`config.mk`:
```
export PLATFORM = sky130hd
export DESIGN_NAME = s100_wait_gen
export DESIGN_NICKNAME = d
export VERILOG_FILES = /design/src/rtl/s100_pkg.sv /design/src/rtl/s100_wait_cnt.sv /design/src/rtl/s100_wait_gen.sv
export SDC_FILE = /design/constraint.sdc
export NUM_CORES = 1
export LEC_CHECK = 0
export CAP_MARGIN = 10
export CORE_AREA = 10 10 47 49
export CTS_CLUSTER_SIZE = 40
export DETAILED_ROUTE_END_ITERATION = 8
export DIE_AREA = 0 0 57 59
export GPL_ROUTABILITY_DRIVEN = 0
export GPL_TIMING_DRIVEN = 0
export SYNTH_ARGS = -nofsm -noshare
export SYNTH_HDL_FRONTEND = slang
export SYNTH_SLANG_ARGS = --single-unit
```
`constraint.sdc`:
```
create_clock -name clk -period 4.5 [get_ports clk]
set_input_delay 1.125 -clock clk [delete_from_list [all_inputs] [get_ports clk]]
set_output_delay 1.125 -clock clk [all_outputs]
set_load 0.05 [all_outputs]
```
`src/rtl/s100_pkg.sv`:
```
// Shared S100 bus-side definitions: wait-state FSM encoding and default wait constants.
package s100_pkg;

  typedef enum logic [1:0] {
    ST_IDLE = 2'd0,
    ST_WAIT = 2'd1,
    ST_DONE = 2'd2,
    ST_HOLD = 2'd3
  } state_e;

  localparam int DEF_CNT_W    = 4;
  localparam int DEF_IO_WAIT  = 4;
  localparam int DEF_MEM_WAIT = 1;

endpackage

```
`src/rtl/s100_wait_cnt.sv`:
```
// Loadable down-counter for wait-state timing; saturates at zero instead of wrapping.
module s100_wait_cnt #(
  parameter int CNT_W = 4
) (
  input  logic             clk,
  input  logic             reset_n,
  input  logic             i_load,
  input  logic [CNT_W-1:0] i_val,
  input  logic             i_dec,
  output logic [CNT_W-1:0] o_cnt,
  output logic             o_is_one
);

  logic [CNT_W-1:0] r_cnt;

  always_ff @(posedge clk or negedge reset_n) begin
    if (!reset_n) begin
      r_cnt <= '0;
    end else if (i_load) begin
      r_cnt <= i_val;
    end else if (i_dec && (r_cnt != '0)) begin
      r_cnt <= r_cnt - CNT_W'(1);
    end
  end

  assign o_cnt    = r_cnt;
  assign o_is_one = (r_cnt == CNT_W'(1));

endmodule

```
`src/rtl/s100_wait_gen.sv`:
```
// S100 wait-state generator: holds RDY low for a per-target number of clocks after pSYNC,
// then pulses clr_n back to the pSYNC latch and waits for the bus strobes to go idle.
module s100_wait_gen
  import s100_pkg::*;
#(
  parameter int CNT_W    = DEF_CNT_W,
  parameter int IO_WAIT  = DEF_IO_WAIT,
  parameter int MEM_WAIT = DEF_MEM_WAIT
) (
  input  logic clk,
  input  logic reset_n,
  input  logic sync_q,
  input  logic cs_io,
  input  logic cs_mem,
  input  logic pdbin,
  input  logic pwr_n,
  output logic rdy,
  output logic clr_n,
  output logic busy
);

  if ((IO_WAIT > (2**CNT_W) - 1) || (MEM_WAIT > (2**CNT_W) - 1)) begin : g_param_chk
    $error("s100_wait_gen: IO_WAIT/MEM_WAIT does not fit in CNT_W bits");
  end

  localparam logic [CNT_W-1:0] IO_N  = CNT_W'(IO_WAIT);
  localparam logic [CNT_W-1:0] MEM_N = CNT_W'(MEM_WAIT);

  state_e           r_state;
  state_e           w_state_nxt;
  logic             r_rdy;
  logic             r_clr_n;
  logic             r_busy;
  logic             w_rdy_nxt;
  logic             w_clr_n_nxt;
  logic             w_load;
  logic             w_dec;
  logic [CNT_W-1:0] w_n;
  logic [CNT_W-1:0] w_cnt;
  logic             w_is_one;
  logic             w_bus_idle;

  // cs_io has priority when both selects are asserted
  assign w_n        = cs_io ? IO_N : (cs_mem ? MEM_N : '0);
  assign w_bus_idle = !sync_q && !pdbin && pwr_n;

  s100_wait_cnt #(
    .CNT_W (CNT_W)
  ) u_cnt (
    .clk      (clk),
    .reset_n  (reset_n),
    .i_load   (w_load),
    .i_val    (w_n),
    .i_dec    (w_dec),
    .o_cnt    (w_cnt),
    .o_is_one (w_is_one)
  );

  always_comb begin
    w_state_nxt = r_state;
    w_rdy_nxt   = r_rdy;
    w_clr_n_nxt = 1'b1;
    w_load      = 1'b0;
    w_dec       = 1'b0;
    case (r_state)
      ST_IDLE: begin
        if (sync_q) begin
          if (w_n != '0) begin
            w_load      = 1'b1;
            w_rdy_nxt   = 1'b0;
            w_state_nxt = ST_WAIT;
          end else begin
            w_state_nxt = ST_DONE;
          end
        end
      end
      ST_WAIT: begin
        w_dec = 1'b1;
        // A zero count here can only follow a glitch; release RDY rather than stall the bus
        if (w_is_one || (w_cnt == '0)) begin
          w_rdy_nxt   = 1'b1;
          w_state_nxt = ST_DONE;
        end
      end
      ST_DONE: begin
        w_clr_n_nxt = 1'b0;
        w_state_nxt = ST_HOLD;
      end
      ST_HOLD: begin
        if (w_bus_idle) begin
          w_state_nxt = ST_IDLE;
        end
      end
      default: begin
        w_rdy_nxt   = 1'b1;
        w_state_nxt = ST_IDLE;
      end
    endcase
  end

  always_ff @(posedge clk or negedge reset_n) begin
    if (!reset_n) begin
      r_state <= ST_IDLE;
      r_rdy   <= 1'b1;
      r_clr_n <= 1'b1;
      r_busy  <= 1'b0;
    end else begin
      r_state <= w_state_nxt;
      r_rdy   <= w_rdy_nxt;
      r_clr_n <= w_clr_n_nxt;
      r_busy  <= (w_state_nxt != ST_IDLE);
    end
  end

  assign rdy   = r_rdy;
  assign clr_n = r_clr_n;
  assign busy  = r_busy;

endmodule
```
After elaboration in Yosys (flattened, before gate mapping)
Index checks and enable logic that the tools add are counted.
W data, S select, Z words.
{"block": "classes", "n_reduce_logical": 14, "mux": 18, "n_eq_ne": 7, "addsub": 1}
{"cell": "$mux W1", "n": 9}
{"cell": "$mux W2", "n": 4}
{"cell": "$mux W4", "n": 2}
{"cell": "$pmux W2 S4", "n": 1}
{"cell": "$reduce_bool A4 Y1", "n": 2}
{"cell": "$ne A2 B2 Y1 const B", "n": 3}
{"cell": "$reduce_bool A2 Y1", "n": 3}
{"cell": "$eq A2 B2 Y1 const B", "n": 2}
{"cell": "$eq A4 B1 Y1 const B", "n": 1}
{"cell": "$logic_not A4 Y1", "n": 1}
{"cell": "$reduce_and A4 Y1", "n": 1}
{"cell": "$sub A4 B1 Y4 const B", "n": 1}
{"cell": "$logic_and A1 B1 Y1", "n": 3}
{"cell": "$mux W3", "n": 1}
{"cell": "$eq A2 B1 Y1 const B", "n": 1}
{"cell": "$logic_not A1 Y1", "n": 2}
{"cell": "$logic_not A2 Y1", "n": 1}
{"cell": "$pmux W1 S2", "n": 1}
{"cell": "$logic_or A1 B1 Y1", "n": 1}
{"block": "totals", "regBits": 9, "output_inout_bits": 3}

Longest topological paths before layout
Gate-level depths: netlist of the first run.
{"block": "depth", "ltp_word": 7, "ltp_mapped": 5, "mapped_depth_nobuf": 5}

Cells and area by module
A second synthesis of the first run with hierarchy kept.
{"block": "unflattened", "hier_cells": 52, "area_unflattened_um2": 539.3}
{"module": "s100_wait_cnt", "cells_per_inst": 29, "instances": 1, "area_per_inst_um2": 282.8, "seq_area_each_um2": 100.1}
{"module": "s100_wait_gen", "cells_per_inst": 23, "instances": 1, "area_per_inst_um2": 256.5, "seq_area_each_um2": 127.6}

Least setup slack after synthesis of the first run
OpenSTA, ideal clock, no wires.
{"block": "synth_path", "kind": "input port to flip-flop", "startpoint": "input sync_q", "endpoint": "register u_cnt.r_cnt[1] (netlist: u_cnt.o_cnt[1])", "slack_ns": 2.421, "t_arrival_ns": 1.959, "required_ns": 4.380, "stages": 4, "n_path_buf": 1, "path_cell_list": "or3b_1 > buf_6 > or2_0 > and3_1"}
{"block": "synth_between", "elab_chain_len": 3, "elab_cells_between_ends": 4, "cone_classes": "mux (3); reduce/logical (1)"}
{"element": "start, declared", "line": "s100_wait_gen.sv:12", "text": "input logic sync_q,"}
{"element": "$mux W1 (*)", "line": "s100_wait_gen.sv:67", "text": "if (sync_q) begin"}
{"element": "$mux W1 (*)", "line": "s100_wait_gen.sv:65", "text": "case (r_state)"}
{"element": "$mux W4 / $reduce_bool A2 Y1 (equally long branches)"}
{"element": "end signal, assigned", "line": "s100_wait_cnt.sv:20", "text": "r_cnt <= i_val;"}
{"element": "end signal, assigned", "line": "s100_wait_cnt.sv:22", "text": "r_cnt <= r_cnt - CNT_W'(1);"}
{"element": "end, declared", "line": "s100_wait_cnt.sv:14", "text": "logic [CNT_W-1:0] r_cnt;"}
Mark *: on every way between the ends. The rest lies on a longest branch, timed or not.
A chain may end at the register's enable or synchronous reset.

Worst setup path after layout of the first run
{"block": "layout_path", "startpoint": "register r_rdy (netlist: rdy)", "endpoint": "output rdy"}
{"element": "start, declared", "line": "s100_wait_gen.sv:31", "text": "logic r_rdy;"}
{"element": "start signal, assigned", "line": "s100_wait_gen.sv:109", "text": "r_rdy <= w_rdy_nxt;"}
{"element": "end, declared", "line": "s100_wait_gen.sv:17", "text": "output logic rdy,"}
No word-level cell between the ends.

==> flow_summary.json, run 1 <==
{
  "status": "finished clean",
  "detailedRoute.firstPassIterationCount": 3,
  "path_max_fanout": 2,
  "cell_class_contributing_the_biggest_share_of_worst_path_delay": "buffers and inverters",
  "n_fill_cell": 135,
  "critPathLaunchType": "flip-flop",
  "grt_util_all_layers_pct": 7.61,
  "syn_avg_cell_area_sq_um": 10.5,
  "clock-skew-final_ns": 0.00283,
  "worstPathCellList": "clkdlybuf4s50_1",
  "post-route-period-util_pct": 60.4,
  "routed_wire_length_per_instance_microns": 14.5,
  "post_synth_edffs": 0,
  "grt_setup_unrepaired": "no",
  "floorplan.initialDensity_pct": 38.1,
  "cp_num_cells": 1,
  "synth_sequential_area_ratio_pct": 42.6,
  "sequential_cell_area_sq_um": 228,
  "post_cts.repair.setup_buffers": 0,
  "utilization_pct": 47.9,
  "dp.cells": 76,
  "ioPinCount": 10,
  "crit_path_end_kind": "output port",
  "postSynthRegisterBits": 9,
  "synthDominantAreaCellType": "sky130_fd_sc_hd__dfrtp_1",
  "final-setup-viol-count": 0,
  "vdd_drop_max_uv": 288,
  "die_x_microns": 57,
  "period_minus_slack_ns": 2.72,
  "vias": 429,
  "drc": 0,
  "worst_path_max_delay_cell": "sky130_fd_sc_hd__clkdlybuf4s50_1",
  "cp.required_ns": 3.38,
  "final_antenna_net_count": 0,
  "floorplan.die.height_microns": 59,
  "finalNetCount": 75,
  "report.final.hold_viol_count": 0,
  "cts_tree": "done",
  "post_layout_nonfiller_instances": 80,
  "antenna_found_initial": 0,
  "clk_latency_ns": 0.27,
  "final_common_cell": "sky130_fd_sc_hd__clkdlybuf4s50_1",
  "netlist_top_cells_area": "sky130_fd_sc_hd__dfrtp_1, sky130_fd_sc_hd__dfstp_2, sky130_fd_sc_hd__ha_1",
  "diodes": 0,
  "placementRows": 14,
  "cap_violations": 0,
  "grt_remaining_overflow": 0,
  "reg2reg_depth": 5,
  "grt_pass1_wl_microns": 2100,
  "yosys.cell_types.count": 32,
  "reg2reg_slack_ns": 2.80,
  "cells_after_synthesis": 51,
  "placed_cell_areas_sq_um": 644,
  "cts_made_buffers": 3,
  "worst_r2r_startpoint": "u_cnt.o_cnt[0]$_DFFE_PN0P_",
  "ys.warnings.count": 0,
  "layout_common_cells": "sky130_fd_sc_hd__clkdlybuf4s50_1, sky130_fd_sc_hd__dfrtp_1, sky130_fd_sc_hd__nand3_1",
  "non_filler_cell_area_final_sq_um": 671,
  "area_growth_pct": 25.5,
  "synth.cell_area_sq_um": 534,
  "timing_worst_setup_path_type": "flip-flop to output port",
  "async_reset_ff_share_pct": 100,
  "cts-htree-levels": 1,
  "cp_num_buf_inv": 1,
  "multi_input_area_sq_um": 284,
  "die-area_sq_mm": 0.00336,
  "yosys_most_used_dff": "sky130_fd_sc_hd__dfrtp_1",
  "first_global_vias": 466,
  "clock_sinks": 9,
  "worst_setup_path_endpoint": "rdy",
  "timing.hold.worst.class": "flip-flop to flip-flop",
  "drt-initial-drc-count": 4,
  "cts.path.max_buffers": 2,
  "via_density_per_instance": 5.36,
  "share_of_final_layout_standard_cells_stronger_than_drive_strength_1_pct": 14.1,
  "max-slew-margin-rel_pct": 66.8,
  "p_leak_nw": 0.281,
  "crit_start": "rdy$_DFFE_PN1P_",
  "slew_at_the_pin_closest_to_its_max_slew_limit_ns": 0.496,
  "synthesis.nets": 61,
  "worst_slack_on_hold_paths_ns": 0.483,
  "io_buffer_count": 9,
  "cts_root_buffer": "sky130_fd_sc_hd__clkbuf_4",
  "cts.clk_slew.worst_paths_ns": 0.06,
  "power_per_cell_area_mw_per_mm2": 700,
  "number_of_hold_buffers_added_after_cts": 0,
  "postRouteWirelength_microns": 1160,
  "largest_incremental_delay_on_the_critical_path_ns": 0.80,
  "critical_path_arrival_ns": 1.59,
  "setup_total_negative_slack_ns": 0,
  "core_area_sq_mm": 0.00140,
  "place_hpwl_microns": 919,
  "synth_largest_type_area_fraction_pct": 32.8,
  "maxSlewViolCount": 0,
  "fmax_ghz": 0.368,
  "ctsResizeCount": 0,
  "critical_path.reg2reg.endpoint": "u_cnt.o_cnt[0]$_DFFE_PN0P_",
  "grt_start_max_net_pins": 10
}
how the worst min path moves through the flow:
stage                              start              end  slack [ns]  cells past startpoint
floorplan           r_state[0]$_DFF_PN0_  clr_n$_DFF_PN1_        0.52                      1
global placement         rdy$_DFFE_PN1P_  rdy$_DFFE_PN1P_        0.47                      2
detailed placement       rdy$_DFFE_PN1P_  rdy$_DFFE_PN1P_        0.48                      2
CTS                      rdy$_DFFE_PN1P_  rdy$_DFFE_PN1P_        0.48                      2
global route             rdy$_DFFE_PN1P_  rdy$_DFFE_PN1P_        0.51                      2
finish                   rdy$_DFFE_PN1P_  rdy$_DFFE_PN1P_        0.48                      2
kinds of logic after synthesis:
kind of cell	after synthesis	synth area share, %
AND/OR/NAND/NOR	24	30.9
AO/OA/AOI/OAI	10	13.4
flip-flops	9	42.6
buffers and inverters	4	4.22
adder cells (fa/ha/maj)	3	7.03
multiplexers	1	1.87
final cells by class:
class | count | area share, %
Sequential cell | 9 | 34.0
Buffer | 1 | 1.68
Multi-Input combinational cell | 38 | 42.4
Inverter | 3 | 1.68
Tap cell | 16 | 2.99
Timing Repair Buffer | 9 | 13.4
Clock buffer | 4 | 3.92
metrics by stage:
stage	setup slack [ns]	power, mW
6_report	1.78	0.469
5_1_grt	1.75	0.513
4_1_cts	1.77	0.476
3_5_place_dp	1.86	0.408
3_3_place_gp	1.85	0.404
2_1_floorplan	2.42	0.340
registers in the layout, indices dropped and copies added (netlist names):
signal,count
rdy,1
clr_n,1
busy,1
u_cnt.o_cnt,4
r_state,2
Yosys cell counts, types with 2 or more instances:
library cell / count
sky130_fd_sc_hd__or3b_1: 2
sky130_fd_sc_hd__inv_1: 3
sky130_fd_sc_hd__nand3_1: 4
sky130_fd_sc_hd__nor2_1: 2
sky130_fd_sc_hd__o21ai_1: 2
sky130_fd_sc_hd__ha_1: 3
sky130_fd_sc_hd__dfrtp_1: 7
sky130_fd_sc_hd__nor3_1: 2
sky130_fd_sc_hd__nand2_1: 2
sky130_fd_sc_hd__dfstp_2: 2
power by group:
part	internal [mW]	leakage (nW)	switching (mW)	total (mW)
Combinational	0.108	0.162	0.135	0.243
Clock	0.0343	0.0150	0.0299	0.0642
Sequential	0.126	0.103	0.0359	0.162
per-layer routing:
metal	track usage, %	wire length (microns)	part of all wire [%]	vias up
met1	8.82	490	42	201
met4	4.03	19	1.6	0
met3	2.79	69	6.0	2
met2	11.9	579	50	8
li1	-	-	-	218
met5	0	0	0	-
No activity file was read; power rests on OpenSTA's default activity.
==> run 2, diff against run 1 <==
==> constraint.sdc (replaced) <==
create_clock -name clk -period 2.78 [get_ports clk]
set_input_delay 0.695 -clock clk [delete_from_list [all_inputs] [get_ports clk]]
set_output_delay 0.695 -clock clk [all_outputs]
set_load 0.05 [all_outputs]
==> results of run 2 <==
Same layout as run 1 (identical final DEF). Status: finished clean.
Among the figures that moved: setup slack after placement 1.86 ns -> 0.573 ns; setup slack after layout 1.78 ns -> 0.491 ns; register-to-register setup slack 2.80 ns -> 1.08 ns; total power 0.469 mW -> 0.760 mW; worst IR drop on VDD 288 uV -> 467 uV
==> run 3, diff against run 2 <==
--- a/config.mk
+++ b/config.mk
@@ -12,6 +12,7 @@
 export DIE_AREA = 0 0 57 59
 export GPL_ROUTABILITY_DRIVEN = 0
 export GPL_TIMING_DRIVEN = 0
+export PLACE_DENSITY = 0.67
 export SYNTH_ARGS = -nofsm -noshare
 export SYNTH_HDL_FRONTEND = slang
 export SYNTH_SLANG_ARGS = --single-unit
==> constraint.sdc (replaced) <==
create_clock -name clk -period 2.05 [get_ports clk]
set_input_delay 0.5125 -clock clk [delete_from_list [all_inputs] [get_ports clk]]
set_output_delay 0.5125 -clock clk [all_outputs]
set_load 0.05 [all_outputs]
==> run 3 against run 2 <==
Net effect:
- via count up 3.3%
- first-iteration DRC count is the same
- wire length shrank 2.9%
- worst hold slack better by 0.00091 ns
- sequential share of layout area rose by 0.13 points
- final cell count stayed put
- critical path depth unchanged
- sequential cell count unchanged
- non-clock buffer count did not move
- clock skew is 0.0019 ns lower
- sequential power increased by 36%
- clock power is 25% higher
- critical endpoint is now busy
- largest cell class unchanged
- largest power group unchanged
==> flow_summary.json, run 3 (synthesis results as in run 1) <==
{
  "status": "finished clean",
  "critical_path_arrival_ns": 1.37,
  "slew_at_the_pin_closest_to_its_max_slew_limit_ns": 0.495,
  "die_x_microns": 57,
  "non_filler_cell_area_final_sq_um": 668,
  "p_leak_nw": 0.281,
  "clock-skew-final_ns": 0.000894,
  "largest_register_ff_count": 4,
  "final_antenna_net_count": 0,
  "worst_r2r_startpoint": "u_cnt.o_cnt[0]$_DFFE_PN0P_",
  "grt_remaining_overflow": 0,
  "via_density_per_instance": 5.54,
  "worstPathCellList": "clkdlybuf4s50_1",
  "number_of_hold_buffers_added_after_cts": 0,
  "period_minus_slack_ns": 1.88,
  "ctsResizeCount": 2,
  "grt_setup_unrepaired": "no",
  "finalNetCount": 75,
  "power_per_cell_area_mw_per_mm2": 1510,
  "first_global_vias": 438,
  "critPathLaunchType": "flip-flop",
  "grt_util_all_layers_pct": 7.21,
  "vdd_drop_max_uv": 832,
  "io_buffer_count": 9,
  "fmax_ghz": 0.532,
  "clk_latency_ns": 0.25,
  "vias": 443,
  "antenna_found_initial": 0,
  "cts.clk_slew.worst_paths_ns": 0.05,
  "worst_path_max_delay_cell": "sky130_fd_sc_hd__clkdlybuf4s50_1",
  "cts.path.max_buffers": 2,
  "reg2reg_slack_ns": 0.35,
  "report.final.hold_viol_count": 0,
  "floorplan.die.height_microns": 59,
  "cap_violations": 0,
  "drc": 0,
  "cell_class_contributing_the_biggest_share_of_worst_path_delay": "buffers and inverters",
  "detailedRoute.firstPassIterationCount": 4,
  "timing.hold.worst.class": "flip-flop to flip-flop",
  "post-route-period-util_pct": 91.6,
  "layout_common_cells": "sky130_fd_sc_hd__dfrtp_1, sky130_fd_sc_hd__clkdlybuf4s50_1, sky130_fd_sc_hd__nand3_1",
  "power.total_mw": 1.01,
  "cp_num_buf_inv": 1,
  "routed_wire_length_per_instance_microns": 14.1,
  "postRouteWirelength_microns": 1130,
  "crit_path_end_kind": "output port",
  "cts-htree-levels": 1,
  "grt_start_max_net_pins": 10,
  "reg2reg_depth": 5,
  "path_max_fanout": 1,
  "area_growth_pct": 25.1,
  "n_fill_cell": 150,
  "cts_root_buffer": "sky130_fd_sc_hd__clkbuf_4",
  "worst_setup_path_endpoint": "busy",
  "timing_worst_setup_path_type": "flip-flop to output port",
  "diodes": 0,
  "cp_num_cells": 1,
  "crit_start": "busy$_DFF_PN0_",
  "maxSlewViolCount": 0,
  "final-setup-viol-count": 0,
  "cts_made_buffers": 3,
  "core_area_sq_mm": 0.00140,
  "cts_tree": "done",
  "max-slew-margin-rel_pct": 66.9,
  "cp.required_ns": 1.54,
  "clock_sinks": 9,
  "placementRows": 14,
  "share_of_final_layout_standard_cells_stronger_than_drive_strength_1_pct": 14.1,
  "largest_incremental_delay_on_the_critical_path_ns": 0.79,
  "die-area_sq_mm": 0.00336,
  "grt_pass1_wl_microns": 1900,
  "setup_total_negative_slack_ns": 0,
  "post_cts.repair.setup_buffers": 0,
  "floorplan.initialDensity_pct": 38.1,
  "critical_path.reg2reg.endpoint": "u_cnt.o_cnt[0]$_DFFE_PN0P_",
  "placed_cell_areas_sq_um": 644,
  "drt-initial-drc-count": 4,
  "place_hpwl_microns": 913,
  "ioPinCount": 10
}
## run 3: layer usage
metal / share of wire (%) / wire length, microns / track usage, %
met5: 0 / 0 / 0
met1: 43 / 485 / 7.09
met2: 50 / 557 / 12.1
met4: 0.98 / 11 / 2.01
met3: 6.3 / 71 / 4.94
## run 3: layout make-up
cell class / count / area [sq um] / share of cell area, %
multi-input cells: 38 / 284 / 42.5
flip-flops and latches: 9 / 228 / 34.1
repair buffers: 9 / 87.6 / 13.1
clock buffers: 4 / 26.3 / 3.93
well taps: 16 / 20.0 / 3.00
plain buffers: 1 / 11.3 / 1.69
inverters: 3 / 11.3 / 1.69
## run 3: per-stage QoR
stage          utilization, %  hold WS, ns  cells  setup WS [ns]
5_1_grt                  47.7        0.504     80          0.128
4_1_cts                  47.7        0.487     80          0.154
6_report                 47.7        0.484     80          0.172
2_1_floorplan               -        0.217     51          0.567
3_5_place_dp             46.0        0.480     76         0.0190
3_3_place_gp             46.0        0.467     76         0.0105
## run 3: worst min-delay path by stage
stage / startpoint / endpoint / cells after the start
global placement: rdy$_DFFE_PN1P_ / rdy$_DFFE_PN1P_ / 2
global route: rdy$_DFFE_PN1P_ / rdy$_DFFE_PN1P_ / 2
CTS: rdy$_DFFE_PN1P_ / rdy$_DFFE_PN1P_ / 2
finish: rdy$_DFFE_PN1P_ / rdy$_DFFE_PN1P_ / 2
floorplan: reset_n / busy$_DFF_PN0_ / 0
detailed placement: rdy$_DFFE_PN1P_ / rdy$_DFFE_PN1P_ / 2
## run 3: power breakdown
| group | switching [mW] | internal (mW) | total (mW) |
|---|---|---|---|
| Sequential | 0.0797 | 0.276 | 0.356 |
| Combinational | 0.298 | 0.224 | 0.522 |
| Clock | 0.0553 | 0.0746 | 0.130 |
